`config.mk`:
```
export PLATFORM = sky130hd
export DESIGN_NAME = ret_addr_stack_flat
export DESIGN_NICKNAME = d
export VERILOG_FILES = /design/src/rtl/ret_addr_stack_pkg.sv /design/src/rtl/ret_addr_stack_if.sv /design/src/rtl/ret_addr_stack_ras_storage.sv /design/src/rtl/ret_addr_stack.sv /design/src/flat_wrapper.sv
export SDC_FILE = /design/constraint.sdc
export NUM_CORES = 1
export LEC_CHECK = 0
export ABC_AREA = 1
export BUFFER_PORTS_ARGS = -buffer_cell sky130_fd_sc_hd__buf_2
export CAP_MARGIN = 20
export CORE_ASPECT_RATIO = 2
export CORE_MARGIN = 2
export CORE_UTILIZATION = 50
export CTS_CLUSTER_SIZE = 40
export DETAILED_ROUTE_END_ITERATION = 16
export PLACE_DENSITY = 0.67
export SLEW_MARGIN = 0
export SYNTH_ARGS = -nofsm -noshare
export SYNTH_HDL_FRONTEND = slang
export SYNTH_SLANG_ARGS = --single-unit
```
`constraint.sdc`:
```
create_clock -name clk_i -period 5.2 [get_ports clk_i]
set_input_delay 0.26 -clock clk_i [delete_from_list [all_inputs] [get_ports clk_i]]
set_output_delay 0.26 -clock clk_i [all_outputs]
set_load 0.01 [all_outputs]
```
`src/rtl/ret_addr_stack_pkg.sv`:
```
// Shared constants and modulo-DEPTH pointer helpers for the return-address stack
// and related circular buffers.
package ret_addr_stack_pkg;

  localparam int unsigned OVF_SATURATE = 0;
  localparam int unsigned OVF_WRAP     = 1;

  // Explicit wrap at depth so non-power-of-two depths work.
  function automatic int unsigned ptr_inc(input int unsigned ptr, input int unsigned depth);
    return (ptr + 32'd1 >= depth) ? 32'd0 : ptr + 32'd1;
  endfunction

  function automatic int unsigned ptr_dec(input int unsigned ptr, input int unsigned depth);
    return (ptr == 32'd0) ? depth - 32'd1 : ptr - 32'd1;
  endfunction

endpackage

```
`src/rtl/ret_addr_stack_if.sv`:
```
// Request/status bundle between the pipeline controller and the return-address stack.
interface ret_addr_stack_if #(
  parameter int unsigned WIDTH = 12,
  parameter int unsigned DEPTH = 8
) ();

  logic                       push;
  logic                       pop;
  logic                       flush;
  logic                       clr_err;
  logic [WIDTH-1:0]           push_data;
  logic [WIDTH-1:0]           top;
  logic [$clog2(DEPTH+1)-1:0] count;
  logic                       empty;
  logic                       full;
  logic                       overflow;
  logic                       underflow;

  modport master (
    output push, pop, flush, clr_err, push_data,
    input  top, count, empty, full, overflow, underflow
  );

  modport slave (
    input  push, pop, flush, clr_err, push_data,
    output top, count, empty, full, overflow, underflow
  );

endinterface

```
`src/rtl/ret_addr_stack_ras_storage.sv`:
```
// DEPTH x WIDTH register array: one synchronous write port, one asynchronous read port.
module ras_storage #(
  parameter int unsigned WIDTH = 12,
  parameter int unsigned DEPTH = 8,
  parameter int unsigned PtrW  = $clog2(DEPTH)
) (
  input  logic             clk_i,
  input  logic             we_i,
  input  logic [PtrW-1:0]  waddr_i,
  input  logic [WIDTH-1:0] wdata_i,
  input  logic [PtrW-1:0]  raddr_i,
  output logic [WIDTH-1:0] rdata_o
);

  logic [WIDTH-1:0] mem_q [DEPTH];

  always_ff @(posedge clk_i) begin
    if (we_i) mem_q[waddr_i] <= wdata_i;
  end

  assign rdata_o = mem_q[raddr_i];

endmodule

```
`src/rtl/ret_addr_stack.sv`:
```
// Parametrised return-address stack: circular storage with count/flag control,
// configurable full-push policy and same-cycle push+pop replace.
module ret_addr_stack
  import ret_addr_stack_pkg::*;
#(
  parameter int unsigned WIDTH    = 12,
  parameter int unsigned DEPTH    = 8,
  parameter int unsigned OVF_MODE = OVF_SATURATE
) (
  input logic             clk_i,
  input logic             rst_ni,
  ret_addr_stack_if.slave bus
);

  localparam int unsigned PtrW = $clog2(DEPTH);
  localparam int unsigned CntW = $clog2(DEPTH + 1);

  logic [PtrW-1:0]  wr_ptr_q, wr_ptr_d;
  logic [CntW-1:0]  count_q, count_d;
  logic             overflow_q, overflow_d;
  logic             underflow_q, underflow_d;
  logic             mem_we;
  logic [PtrW-1:0]  mem_waddr;
  logic [PtrW-1:0]  top_idx;
  logic [PtrW-1:0]  wr_ptr_inc;
  logic [PtrW-1:0]  wr_ptr_dec;
  logic [WIDTH-1:0] mem_rdata;
  logic             is_empty;
  logic             is_full;

  assign is_empty   = (count_q == '0);
  assign is_full    = (count_q == CntW'(DEPTH));
  assign wr_ptr_inc = PtrW'(ptr_inc(32'(wr_ptr_q), DEPTH));
  assign wr_ptr_dec = PtrW'(ptr_dec(32'(wr_ptr_q), DEPTH));
  assign top_idx    = wr_ptr_dec;

  always_comb begin
    wr_ptr_d    = wr_ptr_q;
    count_d     = count_q;
    overflow_d  = overflow_q & ~bus.clr_err;
    underflow_d = underflow_q & ~bus.clr_err;
    mem_we      = 1'b0;
    mem_waddr   = wr_ptr_q;

    if (bus.flush) begin
      count_d = '0;
    end else begin
      unique case ({bus.push, bus.pop})
        2'b10: begin
          if (!is_full) begin
            mem_we   = 1'b1;
            wr_ptr_d = wr_ptr_inc;
            count_d  = count_q + CntW'(1);
          end else begin
            overflow_d = 1'b1;
            // When full, wr_ptr already addresses the oldest entry.
            if (OVF_MODE == OVF_WRAP) begin
              mem_we   = 1'b1;
              wr_ptr_d = wr_ptr_inc;
            end
          end
        end
        2'b01: begin
          if (!is_empty) begin
            wr_ptr_d = wr_ptr_dec;
            count_d  = count_q - CntW'(1);
          end else begin
            underflow_d = 1'b1;
          end
        end
        2'b11: begin
          mem_we = 1'b1;
          if (!is_empty) begin
            mem_waddr = top_idx;
          end else begin
            wr_ptr_d    = wr_ptr_inc;
            count_d     = CntW'(1);
            underflow_d = 1'b1;
          end
        end
        default: ;
      endcase
    end
  end

  always_ff @(posedge clk_i or negedge rst_ni) begin
    if (!rst_ni) begin
      wr_ptr_q    <= '0;
      count_q     <= '0;
      overflow_q  <= 1'b0;
      underflow_q <= 1'b0;
    end else begin
      wr_ptr_q    <= wr_ptr_d;
      count_q     <= count_d;
      overflow_q  <= overflow_d;
      underflow_q <= underflow_d;
    end
  end

  ras_storage #(
    .WIDTH (WIDTH),
    .DEPTH (DEPTH),
    .PtrW  (PtrW)
  ) u_storage (
    .clk_i   (clk_i),
    .we_i    (mem_we),
    .waddr_i (mem_waddr),
    .wdata_i (bus.push_data),
    .raddr_i (top_idx),
    .rdata_o (mem_rdata)
  );

  assign bus.top       = is_empty ? '0 : mem_rdata;
  assign bus.count     = count_q;
  assign bus.empty     = is_empty;
  assign bus.full      = is_full;
  assign bus.overflow  = overflow_q;
  assign bus.underflow = underflow_q;

endmodule

```
`src/flat_wrapper.sv`:
```
// flat-port wrapper written by rule: the top's interface ports become plain ports
module ret_addr_stack_flat import ret_addr_stack_pkg::*;
#(
  parameter int unsigned WIDTH    = 12,
  parameter int unsigned DEPTH    = 8,
  parameter int unsigned OVF_MODE = OVF_SATURATE
)
  (clk_i, rst_ni, bus_push, bus_pop, bus_flush, bus_clr_err, bus_push_data, bus_top, bus_count, bus_empty, bus_full, bus_overflow, bus_underflow);
  ret_addr_stack_if #(.WIDTH(WIDTH), .DEPTH(DEPTH)) bus_i ();
  input logic clk_i;
  input logic rst_ni;
  input wire logic [$bits(bus_i.push)-1:0] bus_push;
  input wire logic [$bits(bus_i.pop)-1:0] bus_pop;
  input wire logic [$bits(bus_i.flush)-1:0] bus_flush;
  input wire logic [$bits(bus_i.clr_err)-1:0] bus_clr_err;
  input wire logic [$bits(bus_i.push_data)-1:0] bus_push_data;
  output wire logic [$bits(bus_i.top)-1:0] bus_top;
  output wire logic [$bits(bus_i.count)-1:0] bus_count;
  output wire logic [$bits(bus_i.empty)-1:0] bus_empty;
  output wire logic [$bits(bus_i.full)-1:0] bus_full;
  output wire logic [$bits(bus_i.overflow)-1:0] bus_overflow;
  output wire logic [$bits(bus_i.underflow)-1:0] bus_underflow;
  assign bus_i.push = bus_push;
  assign bus_i.pop = bus_pop;
  assign bus_i.flush = bus_flush;
  assign bus_i.clr_err = bus_clr_err;
  assign bus_i.push_data = bus_push_data;
  assign bus_top = bus_i.top;
  assign bus_count = bus_i.count;
  assign bus_empty = bus_i.empty;
  assign bus_full = bus_i.full;
  assign bus_overflow = bus_i.overflow;
  assign bus_underflow = bus_i.underflow;
  ret_addr_stack #(.WIDTH(WIDTH), .DEPTH(DEPTH), .OVF_MODE(OVF_MODE)) u_core (.clk_i(clk_i), .rst_ni(rst_ni), .bus(bus_i));
endmodule
```
==> impl_results.md <==
* Most common cell after layout, fill and taps aside: nand2_1
* Nets@finish at 500
* Hold path depth at 1
* Setup CP Type: reg -> out
* Worst Setup Start Kind: flop
* Post-synth EDFFs at 96
* Tcrit/Tclk final at between 60 and 70%
* Slew HR at 35.50%
* Syn Nets at between 400 and 500
* Remaining DRCs at 0
* Via density at 5.462
* Synth Instances at 436
* Layout Skew at 9.801 ps
* Leakage at 2.148 nW
* Final ANT Viol Nets at 0
* Final Util at 56.81%
* Actual slew at the worst max-slew pin at ~970 ps
* Min cycle time layout at about 3400 ps
* Clock-pin slew on the worst setup and hold paths at around 60 ps
* CTS Buf Count at 9
* RR Startpoint: u_core.wr_ptr_q[1]$_DFFE_PN0P_
* Fin. max-slew vios at 0
* Site row count at 50
* Largest net degree at the start of global routing at 50
* Worst-case hold path end point: u_core.u_storage.mem_q[7][8]$_DFFE_PP_
* R2R cell count at 7
* Area of the multi-input gates at 1373 um^2
* WL per Instance at between 15 and 20 um
* Synth Area in Simple Gates at approximately a quarter
* Netlist Area Pre-Place at 4681 um^2
* Critical Path AT at roughly 3100 ps
* Initial core utilization at 50.55%
* Core footprint at 9259 um^2
* First-pass DRT Iterations at 4
* WP data required at 4940 ps
* Seq/Total Area, Yosys at 66.40%
* Die Y at between 100 and 150 um
* Compound-gate portion of the synthesized area at 2.807%
* Fmax at 295.8 MHz
* Final hold viol count at 0
* First-pass GRT wire length at 15.93 mm
* Yosys Warn Count at 0
* Worst setup EP type: output pin
* Total congestion overflow at 0
* Routed WL at 10.15 mm
* VDD IR max at 0.2497 mV
* DR vias at roughly 3.2k
* Unique masters post-synth at 30
* Worst skew pair latency at around 340 ps
* Setup_tns at 0 ps
* Die ar. at 10200 um^2
* Worst R2R End: u_core.u_storage.mem_q[4][8]$_DFFE_PP_
* Via count of the first global-routing pass at 3209
* Min-delay src: bus_push_data[8]
* Xor/xnor share of the synthesized area at less than 1%
* Top_reg_cell synth: edfxtp_1
* Seq. cell area at 3108 um^2
* Setup Fix Bufs, Post-CTS at 0
* Die W at 72.42 um
* Max Cap Viol at 0
* Final setup fails at 0
* Clock Root Buffer: clkbuf_16
* Dpl hpwl at 6.886 mm
* Area Overhead vs Synth at 12.38%
* Initial antenna violation count at 0
* Avg Inst Size Synth at about 11 um^2
* CTS tree: yes
* RSZ-0062 raised after global routing: false
* Depth of the CTS H-tree at 3
* Clock Path Buffers at 2
* CTS sink count at 105
* Async set-reset flop share out of synthesis at 8.571%
* GRT Resource Usage Total at 21.10%
* Worst min path class: in -> reg
* Fraction of the mapped netlist area in adder cells at 1.337%
* Synthesized flop and latch total at 105
* Critical path peak fanout at 28
* Most frequent cells in the layout: nand2_1, edfxtp_1, nand3_1, buf_2, inv_1
* Power density over the cells at 539.2 nW/um^2
* Mux share of post-synthesis cell area at 0%
* Worst reg2reg setup slack at between 2000 and 2500 ps
* Layout cells sized above 1 at about a fifth
* Status: finished, final reports clean
* # fillers at 800
* Combinational family with the most area after synthesis: simple AND/OR/NAND/NOR gates
* Num ports at 38
* ANT cells at 0
* PortBufs at 37
* Initial drt markers at 176
* GPL Wtd Cong at ~0.8
==> layer usage <==
layer | up-vias | global-route usage (%) | share of wire [%]
met3 | 21 | 3.145 | 3.4
met1 | 1543 | 21.43 | 36
met5 | - | 0 | 0
met4 | 0 | 8.577 | 2.7
li1 | 1562 | - | -
met2 | 75 | 41.04 | 58
==> synth_stat cells (2+ instances only) <==
library cell  number  area [um^2]
nor2_2             2        12.51
nand2_4            4        45.04
clkbuf_1           3        11.26
edfxtp_1          96         2883
inv_2              6        22.52
nand2_1          144        540.5
o21ai_0           11        55.05
o22ai_1            2        12.51
dfrtp_1            9        225.2
nor2_1            17        63.81
o21ai_2            3        26.28
buf_2             12        60.06
nand2_2            7        43.79
inv_1             20        75.07
nand3_1           74        370.4
nor2_4             5        56.30
a21oi_1            3        15.01
xor2_1             2        17.52
ha_1               5        62.56
==> kinds of logic after synthesis <==
| family | Yosys count |
|---|---|
| AND/OR/NAND/NOR | 257 |
| AO/OA/AOI/OAI | 22 |
| XOR/XNOR | 2 |
| adder cells (fa/ha/maj) | 5 |
| buffers and inverters | 45 |
| flip-flops | 105 |
==> layout make-up <==
type | count | share of cell area [%]
clock buffers | 11 | 4.424
clock inverters | 5 | 0.6185
inverters | 27 | 2.022
multi-input cells | 286 | 26.09
flip-flops and latches | 105 | 59.09
well taps | 104 | 2.474
repair buffers | 48 | 5.281
==> metrics by stage <==
step	area (um^2)	hold WS, ps	power, mW	worst slack (ps)	instances
after floorplan	4681	-35.59	1.887	2727	436
after detailed placement	4985	140.9	2.257	2176	569
after global placement	4962	132.8	2.244	2027	567
after CTS	5260	199.2	2.861	1803	586
after global routing	5260	202.4	3.015	1585	586
final	5260	201.1	2.836	1819	586
==> critical path, stage by stage, from the launching register on <==
cell	delay [ps]
dfrtp_1	460
inv_1	90
ha_1	930
inv_1	680
nand3_1	250
nand3_1	100
nand2_1	130
buf_2	150
==> where the power goes <==
| group | total (mW) | switching, mW | internal, mW | leakage [nW] |
|---|---|---|---|---|
| registers | 1.04 | 0.0418 | 0.999 | 0.984 |
| clock network | 0.609 | 0.286 | 0.323 | 0.122 |
| logic | 1.19 | 0.811 | 0.375 | 1.04 |
| total | 2.84 | 1.14 | 1.70 | 2.15 |
==> worst max-delay path by stage <==
stage | startpoint | endpoint | depth (start not counted)
6_report | u_core.wr_ptr_q[1]$_DFFE_PN0P_ | bus_top[6] | 7
3_5_place_dp | u_core.wr_ptr_q[1]$_DFFE_PN0P_ | bus_top[2] | 7
2_1_floorplan | u_core.wr_ptr_q[0]$_DFFE_PN0P_ | u_core.u_storage.mem_q[6][0]$_DFFE_PP_ | 10
4_1_cts | u_core.wr_ptr_q[1]$_DFFE_PN0P_ | bus_top[2] | 7
3_3_place_gp | u_core.wr_ptr_q[0]$_DFFE_PN0P_ | u_core.u_storage.mem_q[2][7]$_DFFE_PP_ | 11
5_1_grt | u_core.wr_ptr_q[1]$_DFFE_PN0P_ | bus_top[10] | 8
==> sequential cells by signal, summed over array words and instances (netlist names) <==
register	count
u_core.wr_ptr_q	3
u_core.u_storage.mem_q	96
u_core.bus.overflow	1
u_core.bus.underflow	1
u_core.bus.count	4
==> repair_timing <==
action                                 4_1_cts  5_1_grt
resized for setup                            0        0
endpoints found under the hold margin        9        0
hold buffers                                 1        0
(Power assumes the default switching activity.)
